`src/rtl/minmax_pkg.sv`:
```
`default_nettype none
// ============================================================================
// Module   : minmax_pkg
// Purpose  : Shared definitions for the frame_minmax statistics stage:
//            FSM state encoding and default datapath widths.
// Revision : 1.0 - initial release
// ============================================================================
package minmax_pkg;

  // Default sample width and per-frame beat counter width.
  localparam int DEF_W     = 4;
  localparam int DEF_CNT_W = 8;

  // Frame FSM states.
  typedef enum logic [1:0] {
    ST_IDLE  = 2'd0,  // waiting for the first beat of a frame
    ST_ACCUM = 2'd1,  // inside a frame, accumulating extremes
    ST_HOLD  = 2'd2   // result presented, waiting for the consumer
  } state_t;

endpackage : minmax_pkg
`default_nettype wire

```
`src/rtl/minmax_cmp.sv`:
```
`default_nettype none
// ============================================================================
// Module   : minmax_cmp
// Purpose  : Purely combinational unsigned max/min of two samples.
// Ports    : a, b [W-1:0] - operands (unsigned)
//            max  [W-1:0] - larger of a and b
//            min  [W-1:0] - smaller of a and b
// Revision : 1.0 - initial release
// ============================================================================
module minmax_cmp #(
  parameter int W = 4
) (
  input  logic [W-1:0] a,
  input  logic [W-1:0] b,
  output logic [W-1:0] max,
  output logic [W-1:0] min
);

  assign max = (a > b) ? a : b;
  assign min = (a < b) ? a : b;

endmodule : minmax_cmp
`default_nettype wire

```
`src/rtl/frame_minmax.sv`:
```
`default_nettype none
// ============================================================================
// Module   : frame_minmax
// Purpose  : Streaming per-frame maximum/minimum. Consumes a valid/ready
//            stream of unsigned W-bit samples delimited by s_last and emits
//            one result beat per frame on a valid/ready output.
// Ports    : clk, rst_n          - clock, asynchronous active-low reset
//            s_valid/s_ready     - input handshake
//            s_data [W-1:0]      - input sample
//            s_last              - final sample of a frame
//            m_valid/m_ready     - result handshake
//            m_max/m_min [W-1:0] - frame extremes
//            m_count [CNT_W-1:0] - beats in frame (FRAME_MINMAX_COUNT_EN only)
// Config   : FRAME_MINMAX_COUNT_EN - adds the saturating beat counter and
//            the m_count port.
// Revision : 1.0 - initial release
// ============================================================================
module frame_minmax
  import minmax_pkg::*;
#(
  parameter int W     = DEF_W,
  parameter int CNT_W = DEF_CNT_W
) (
  input  logic             clk,
  input  logic             rst_n,
  input  logic             s_valid,
  output logic             s_ready,
  input  logic [W-1:0]     s_data,
  input  logic             s_last,
  output logic             m_valid,
  input  logic             m_ready,
  output logic [W-1:0]     m_max,
`ifdef FRAME_MINMAX_COUNT_EN
  output logic [CNT_W-1:0] m_count,
`endif
  output logic [W-1:0]     m_min
);

  state_t         state_q,   state_d;
  logic [W-1:0]   acc_max_q, acc_max_d;
  logic [W-1:0]   acc_min_q, acc_min_d;
  logic [W-1:0]   m_max_q,   m_max_d;
  logic [W-1:0]   m_min_q,   m_min_d;
  logic           m_valid_q, m_valid_d;

  logic [W-1:0]   cmp_a_max;
  logic [W-1:0]   cmp_a_min;
  logic [W-1:0]   cmp_max;
  logic [W-1:0]   cmp_min;
  logic           beat_acc;
  logic           first_beat;

  // Ready depends only on the state register: no path from s_valid/m_ready.
  assign s_ready    = (state_q != ST_HOLD);
  assign beat_acc   = s_valid && s_ready;
  assign first_beat = (state_q == ST_IDLE);

  // On the first beat of a frame the accumulators hold stale data, so the
  // comparator sees the sample on both inputs and returns it as max and min.
  assign cmp_a_max = first_beat ? s_data : acc_max_q;
  assign cmp_a_min = first_beat ? s_data : acc_min_q;

  // The max and min accumulators diverge after the first beat, so each
  // path needs its own comparator operand; the unused half of each
  // instance is left to synthesis to trim.
  logic [W-1:0] unused_min_of_max;
  logic [W-1:0] unused_max_of_min;

  minmax_cmp #(.W(W)) u_cmp_max (
    .a   (cmp_a_max),
    .b   (s_data),
    .max (cmp_max),
    .min (unused_min_of_max)
  );

  minmax_cmp #(.W(W)) u_cmp_min (
    .a   (cmp_a_min),
    .b   (s_data),
    .max (unused_max_of_min),
    .min (cmp_min)
  );

  // --------------------------------------------------------------------------
  // Next-state / datapath
  // --------------------------------------------------------------------------
  always_comb begin
    state_d   = state_q;
    acc_max_d = acc_max_q;
    acc_min_d = acc_min_q;
    m_max_d   = m_max_q;
    m_min_d   = m_min_q;
    m_valid_d = m_valid_q;

    unique case (state_q)
      ST_IDLE, ST_ACCUM: begin
        if (beat_acc) begin
          acc_max_d = cmp_max;
          acc_min_d = cmp_min;
          if (s_last) begin
            m_max_d   = cmp_max;
            m_min_d   = cmp_min;
            m_valid_d = 1'b1;
            state_d   = ST_HOLD;
          end else begin
            state_d   = ST_ACCUM;
          end
        end
      end
      ST_HOLD: begin
        if (m_ready) begin
          m_valid_d = 1'b0;
          state_d   = ST_IDLE;
        end
      end
      default: begin
        m_valid_d = 1'b0;
        state_d   = ST_IDLE;
      end
    endcase
  end

  always_ff @(posedge clk or negedge rst_n) begin
    if (!rst_n) begin
      state_q   <= ST_IDLE;
      acc_max_q <= '0;
      acc_min_q <= '0;
      m_max_q   <= '0;
      m_min_q   <= '0;
      m_valid_q <= 1'b0;
    end else begin
      state_q   <= state_d;
      acc_max_q <= acc_max_d;
      acc_min_q <= acc_min_d;
      m_max_q   <= m_max_d;
      m_min_q   <= m_min_d;
      m_valid_q <= m_valid_d;
    end
  end

  assign m_valid = m_valid_q;
  assign m_max   = m_max_q;
  assign m_min   = m_min_q;

`ifdef FRAME_MINMAX_COUNT_EN
  // --------------------------------------------------------------------------
  // Saturating beat counter, latched alongside the extremes
  // --------------------------------------------------------------------------
  localparam logic [CNT_W-1:0] CNT_MAX = {CNT_W{1'b1}};

  logic [CNT_W-1:0] cnt_q,     cnt_d;
  logic [CNT_W-1:0] m_count_q, m_count_d;
  logic [CNT_W-1:0] cnt_next;

  // First beat restarts at 1; later beats climb and stick at the maximum.
  assign cnt_next = first_beat          ? CNT_W'(1)
                  : (cnt_q == CNT_MAX)  ? cnt_q
                  :                       cnt_q + CNT_W'(1);

  always_comb begin
    cnt_d     = cnt_q;
    m_count_d = m_count_q;
    if (beat_acc) begin
      cnt_d = cnt_next;
      if (s_last) begin
        m_count_d = cnt_next;
      end
    end
  end

  always_ff @(posedge clk or negedge rst_n) begin
    if (!rst_n) begin
      cnt_q     <= '0;
      m_count_q <= '0;
    end else begin
      cnt_q     <= cnt_d;
      m_count_q <= m_count_d;
    end
  end

  assign m_count = m_count_q;
`endif

endmodule : frame_minmax
`default_nettype wire

```
`config.mk`:
```
export PLATFORM = sky130hd
export DESIGN_NAME = frame_minmax
export DESIGN_NICKNAME = d
export VERILOG_FILES = /design/src/rtl/minmax_pkg.sv /design/src/rtl/minmax_cmp.sv /design/src/rtl/frame_minmax.sv
export SDC_FILE = /design/constraint.sdc
export NUM_CORES = 1
export LEC_CHECK = 0
export ABC_AREA = 0
export CAP_MARGIN = 20
export CORE_MARGIN = 2
export CORE_UTILIZATION = 47
export DETAILED_ROUTE_END_ITERATION = 6
export HOLD_SLACK_MARGIN = 0.03
export PLACE_DENSITY = 0.71
export SKIP_LAST_GASP = 1
export SYNTH_ARGS = -nofsm -noshare
export SYNTH_HDL_FRONTEND = slang
export SYNTH_SLANG_ARGS = --single-unit
export TNS_END_PERCENT = 20
```
`constraint.sdc`:
```
create_clock -name clk -period 2.3 [get_ports clk]
set_clock_uncertainty 0.15 [all_clocks]
set_input_delay 0.345 -clock clk [delete_from_list [all_inputs] [get_ports clk]]
set_output_delay 0.345 -clock clk [all_outputs]
set_load 0.02 [all_outputs]
```
==> results.json, run 1 <==
{
  "start_util": 0.5039,
  "grt_use_total": 0.2445,
  "h-tree-depth": 1,
  "numCtsBuffers": 3,
  "grt_antenna_before_repair": 0,
  "tightest_slew_ps": 373.0,
  "io_pins": 19,
  "p_clk_frac": 0.106,
  "synth.area.top_cells": "dfrtp_1 (42%), nand2_1 (7.9%), ha_1 (7.7%)",
  "grt_max_degree": 20,
  "critPathLaunch": "state_q[1]",
  "r2r_end": "m_min[2]",
  "fill_cells": 150,
  "switching_share": 0.3996,
  "drtPass1Iterations": 4,
  "hold_viol": 0,
  "synth_flop_cell": "dfrtp_1",
  "p_leak_nw": 0.7687,
  "rows": 17,
  "die_h_um": 53.17,
  "vias": 1061,
  "syn_inst": 119,
  "post_drt_wl_per_cell_um": 16.35,
  "seqPwrFrac": 0.316,
  "async_flop_share": 1.000,
  "syn-num-nets": 135,
  "synth_top_cell_by_area": "dfrtp_1",
  "numClockSinks": 19,
  "layout-drive-gt1-share": 0.3988,
  "p_int_w": 0.0009797,
  "hold_class": "in2async",
  "utilization": 0.7863,
  "synthTopCellsByCount": "nand2_1 (24), dfrtp_1 (19), a21oi_1 (11)",
  "r2r_slack_ps": -10,
  "p_per_area_nw_per_um2": 920.3,
  "die_w_um": 53.17,
  "timing.final.ws_setup_ps": -14.99,
  "grt_pass1_vias": 1059,
  "synth_edf_count": 0,
  "routabilityCongestion": 0.8166,
  "switching_power_w": 0.0006520,
  "violations": "setup timing",
  "synth_top_area_frac": 0.4185,
  "setup_viol": 2,
  "synth_area_um2": 1136,
  "syn2layout_area_growth_pct": 56.06,
  "crit_type": "reg2reg",
  "arrival_ps": 2360,
  "ys_ff_latch": 19,
  "r2r_start": "state_q[1]",
  "max-vdd-ir-drop_mv": 0.6251,
  "max-slew-margin-rel": 0.7507,
  "die-area_um2": 2827,
  "avgSynthCellArea_um2": 9.547,
  "rr_worst_depth": 10,
  "status": "finished with violations",
  "period_share": 1.007,
  "core-area_um2": 2255,
  "cts_tree": "built",
  "drc": 0,
  "final_max_slew_viol_count": 0,
  "endpoint": "m_min[2]",
  "clock_path_buffers": 2,
  "yosysMostFrequentCell": "nand2_1",
  "port_buffers": 18,
  "drt-vias-per-instance": 5.555,
  "finalPower_w": 0.001632,
  "worstSetupEndpointType": "flop",
  "ant_nets": 0,
  "fin_tns_setup_ps": -15.30,
  "cts.clk_slew.worst_paths_ps": 110,
  "period_minus_slack_ps": 2315,
  "cts_root_buf": "clkbuf_4",
  "synth.distinct_cells": 30,
  "clock_latency_ps": 300,
  "fmax_mhz": 432.0,
  "worstPathRequired_ps": 2340,
  "worst_setup_path_start_kind": "flop",
  "wirelength_mm": 3.122,
  "rsz0062_at_grt": "yes",
  "grt_pass1_wl_mm": 4.933,
  "cp_max_fo": 7,
  "overflow": 0,
  "dp_hpwl_mm": 2.259,
  "diodes": 0,
  "synth_warnings": 0,
  "p_comb_frac": 0.578,
  "synth_seq_area_share": 0.4185,
  "drv_cap": 0,
  "finalNetCount": 180,
  "drtIter0Drc": 11
}
==> cell type report <==
| class | count | area, um2 | share of cell area |
|---|---|---|---|
| Multi-Input combinational cell | 94 | 848.3 | 0.4785 |
| Sequential cell | 19 | 475.5 | 0.2682 |
| Timing Repair Buffer | 43 | 375.4 | 0.2117 |
| Tap cell | 28 | 35.03 | 0.01976 |
| Clock buffer | 3 | 22.52 | 0.01270 |
| Inverter | 3 | 11.26 | 0.006351 |
| Clock inverter | 1 | 5.005 | 0.002823 |
==> power by group through the flow <==
| stage | clock (W) | sequential, W | combinational, W |
|---|---|---|---|
| after global placement | 0 | 0.000508 | 0.000794 |
| after global routing | 0.000196 | 0.000524 | 0.00101 |
| after floorplan | 0 | 0.000568 | 0.000448 |
| final | 0.000174 | 0.000515 | 0.000943 |
| after CTS | 0.000180 | 0.000509 | 0.000830 |
| after detailed placement | 0 | 0.000513 | 0.000818 |
==> timing repair <==
item,in CTS,in global routing
pin swaps,4,9
setup buffers,1,1
resized for setup,5,21
gates cloned,0,0
endpoints found under the setup margin,13,14
hold buffers,0,0
==> sequential cells by signal, indices dropped and copies added (netlist names) <==
signal     cells
state_q        2
acc_max_q      4
m_min          4
m_valid        1
acc_min_q      4
m_max          4
==> cells by family after synthesis <==
kind of cell | Yosys count | synth area share
buffers and inverters | 6 | 0.02863
and+or+nand+nor | 41 | 0.1586
muxes | 8 | 0.07819
adders and majority gates | 7 | 0.07709
DFF | 19 | 0.4185
AOI/OAI and AO/OA | 38 | 0.2390
==> critical path, stage by stage, from the launching register on <==
cell     delay [ps]
dfrtp_1         410
or2_4           310
buf_6           150
nand2_1          60
nand2_1          50
ha_1            330
nand3_4         100
buf_4           160
o21a_1          210
a31oi_1         180
a21oi_1          90
==> placed cells by master (no fill, tap or decap), types with 3 or more instances in the layout <==
| cell | netlist | layout |
|---|---|---|
| buf_4 | 0 | 23 |
| nor2_1 | 6 | 4 |
| o21ai_0 | 9 | 8 |
| inv_1 | 3 | 3 |
| a41o_1 | 3 | 3 |
| nand2_2 | 1 | 5 |
| dfrtp_1 | 19 | 19 |
| a21oi_1 | 11 | 8 |
| a31oi_1 | 4 | 3 |
| nand2_1 | 24 | 17 |
| clkbuf_4 | 0 | 3 |
| ha_4 | 0 | 5 |
| mux2_4 | 0 | 6 |
| clkdlybuf4s50_1 | 0 | 18 |
| nand2_4 | 0 | 3 |
==> routing by layer <==
metal,GRT usage,wire length (um),share of wire
met5,0,0,0
met2,0.4042,1549,0.50
met4,0.05128,27,0.0086
met3,0.03390,87,0.028
met1,0.3393,1457,0.47
==> how the worst min path moves through the flow <==
stage | startpoint | end | slack, ps | depth (start not counted)
floorplan | rst_n | acc_max_q[0] | -100 | 0
global route | rst_n | m_max[2] | 240 | 2
global placement | m_min[3] | m_min[3] | 320 | 2
finish | rst_n | m_valid | 210 | 2
CTS | rst_n | m_valid | 210 | 2
detailed placement | m_max[0] | m_max[0] | 330 | 2
==> stage by stage <==
step | instances | hold WS (ps) | cell area (um2) | worst slack (ps)
2_1_floorplan | 119 | -100.6 | 1245 | -57.81
3_3_place_gp | 186 | 315.7 | 1613 | -152.2
3_5_place_dp | 186 | 328.1 | 1613 | -244.5
4_1_cts | 190 | 213.2 | 1655 | 4.356
5_1_grt | 191 | 236.4 | 1773 | -77.78
6_report | 191 | 210.3 | 1773 | -14.99
Power figures use the tool's default switching activity.
==> inputs of run 2 (changes only) <==
Settings changed: CORE_UTILIZATION 47 to 48, SYNTH_HIERARCHICAL set to 1.
==> run 2 against run 1 <==
Wire length down 20%. Die area up 1.7%. Critical endpoint is now acc_max_q[0]. Critical path type unchanged. Sequential power up 11%. The flow still finishes with violations (setup timing).
==> results.json, run 2 <==
{
  "status": "finished with violations",
  "violations": "setup timing",
  "vias": 806,
  "dp_slack_ps": -415.2,
  "io_pins": 19,
  "fin_cells": 154,
  "rows": 17,
  "endpoint": "acc_max_q[0]",
  "synth_warnings": 6,
  "cts_root_buf": "clkbuf_4",
  "h-tree-depth": 1,
  "r2r_slack_ps": -290,
  "core-area_um2": 2276,
  "wirelength_mm": 2.498,
  "max-slew-margin-rel": 0.8329,
  "p_leak_nw": 0.7517,
  "crit_type": "reg2reg",
  "clock_latency_ps": 300,
  "synth_area_um2": 1181,
  "grt_pass1_wl_mm": 4.257,
  "numCtsBuffers": 3,
  "syn-num-nets": 105,
  "cp_max_fo": 8,
  "fill_cells": 162,
  "drt-vias-per-instance": 5.234,
  "critPathSlowestCell": "dfrtp_2",
  "tightest_slew_ps": 250.7,
  "rr_worst_depth": 9,
  "die_w_um": 53.61,
  "cts-hold-fix-buffers": 0,
  "layout-drive-gt1-share": 0.5635,
  "drc": 0,
  "diodes": 0,
  "overflow": 0,
  "grt_pass1_vias": 893,
  "hold_class": "in2async",
  "drtPass1Iterations": 2,
  "worst_setup_path_start_kind": "flop",
  "finalNetCount": 144,
  "critPathLaunch": "state_q[1]",
  "cts_tree": "built",
  "start_util": 0.5190,
  "cts.clk_slew.worst_paths_ps": 110,
  "ant_nets": 0,
  "placed_cells": 145,
  "drtIter0Drc": 7,
  "rsz0062_at_grt": "yes",
  "grt_antenna_before_repair": 0,
  "syn_inst": 88,
  "final_cell_mix": "mux2_2 (18), dfrtp_1 (18), clkdlybuf4s50_1 (18), buf_4 (16), mux2_4 (12)",
  "grt_max_degree": 20,
  "worstPathRequired_ps": 2350,
  "r2r_start": "state_q[1]",
  "cpMostUsedCell": "mux2_4",
  "worstSetupEndpointType": "flop",
  "r2r_end": "acc_max_q[0]",
  "hold_viol": 0,
  "drv_cap": 0,
  "max-vdd-ir-drop_mv": 0.6842,
  "syn2layout_area_growth_pct": 41.74,
  "routabilityCongestion": 0.7783,
  "avgSynthCellArea_um2": 13.42,
  "numClockSinks": 19,
  "setup_viol": 16,
  "grt_use_total": 0.2136,
  "finalPower_w": 0.001871,
  "die-area_um2": 2874,
  "final_max_slew_viol_count": 0,
  "port_buffers": 18,
  "slowest_delay_ps": 440,
  "arrival_ps": 2640,
  "p_per_area_nw_per_um2": 1118,
  "clock_path_buffers": 2,
  "timing.final.ws_setup_ps": -293.2,
  "fmax_mhz": 385.6,
  "period_share": 1.127,
  "die_h_um": 53.61,
  "dp_hpwl_mm": 1.771,
  "post_drt_wl_per_cell_um": 16.22,
  "period_minus_slack_ps": 2593,
  "cp_cell_sequence": "nor2_4 -> buf_12 -> mux2_4 -> ha_4 -> nor2b_4 -> o211ai_4 -> a21oi_4 -> mux2_4 -> mux2_2"
}
## run 2: final cells by class
class                   count  area, um2  share of cell area
well taps                  28      35.03             0.02093
flip-flops and latches     19      476.7              0.2848
multi-input cells          60      785.8              0.4694
clock buffers               4      26.28             0.01570
inverters                   8      30.03             0.01794
repair buffers             35      320.3              0.1913
## run 2: repair_timing
action / in CTS / in global routing
setup endpoints to repair: 16 / 16
pin swaps: 6 / 0
hold endpoints to repair: 0 / 0
buffers inserted: 3 / 2
resized for setup: 11 / 1
## run 2: how the worst min path moves through the flow
stage	startpoint	to	slack (ps)	cells after the start
CTS	rst_n	acc_max_q[2]	210	2
detailed placement	acc_min_q[0]	acc_min_q[0]	350	1
floorplan	rst_n	acc_max_q[0]	-100	0
global route	rst_n	acc_max_q[2]	240	2
finish	rst_n	acc_max_q[2]	220	2
global placement	acc_max_q[2]	acc_max_q[2]	340	1
## run 2: worst max-delay path: cells and delay by family, from the launching register on
kind | cells | cell delay [ps]
adder cells (fa/ha/maj) | 1 | 260
multiplexers | 3 | 910
buffers and inverters | 1 | 130
AND/OR/NAND/NOR | 2 | 270
AO/OA/AOI/OAI | 2 | 320
flip-flops | 1 | 440
## run 2: power by group
part           switching [W]  total [W]  internal [W]
registers          0.0000845   0.000570      0.000485
logic               0.000469    0.00113      0.000659
clock network       0.000106   0.000173     0.0000677
total               0.000659    0.00187       0.00121
## run 2: routing by layer
| layer | wire length (um) | global-route usage | vias up |
|---|---|---|---|
| met4 | 23 | 0.07692 | 0 |
| met5 | 0 | 0 | - |
| li1 | - | - | 394 |
| met1 | 1102 | 0.2616 | 393 |
| met2 | 1309 | 0.3765 | 15 |
| met3 | 63 | 0.03611 | 4 |
## run 2: through the flow
stage          hold slack [ps]    util  setup TNS [ps]  instance area, um2
3_3_place_gp             335.8  0.6740           -4947                1534
2_1_floorplan           -100.6       -           -2462                1240
5_1_grt                  235.4  0.7356           -4948                1674
3_5_place_dp             346.5  0.6740           -5745                1534
6_report                 219.1  0.7356           -3894                1674
4_1_cts                  211.8  0.7273           -3664                1655
==> inputs of run 3 (changes only) <==
Settings changed: ABC_CLOCK_PERIOD_IN_PS set to 2300.
==> results of run 3 <==
No change in the layout: final DEF, timing and power equal those of run 2.
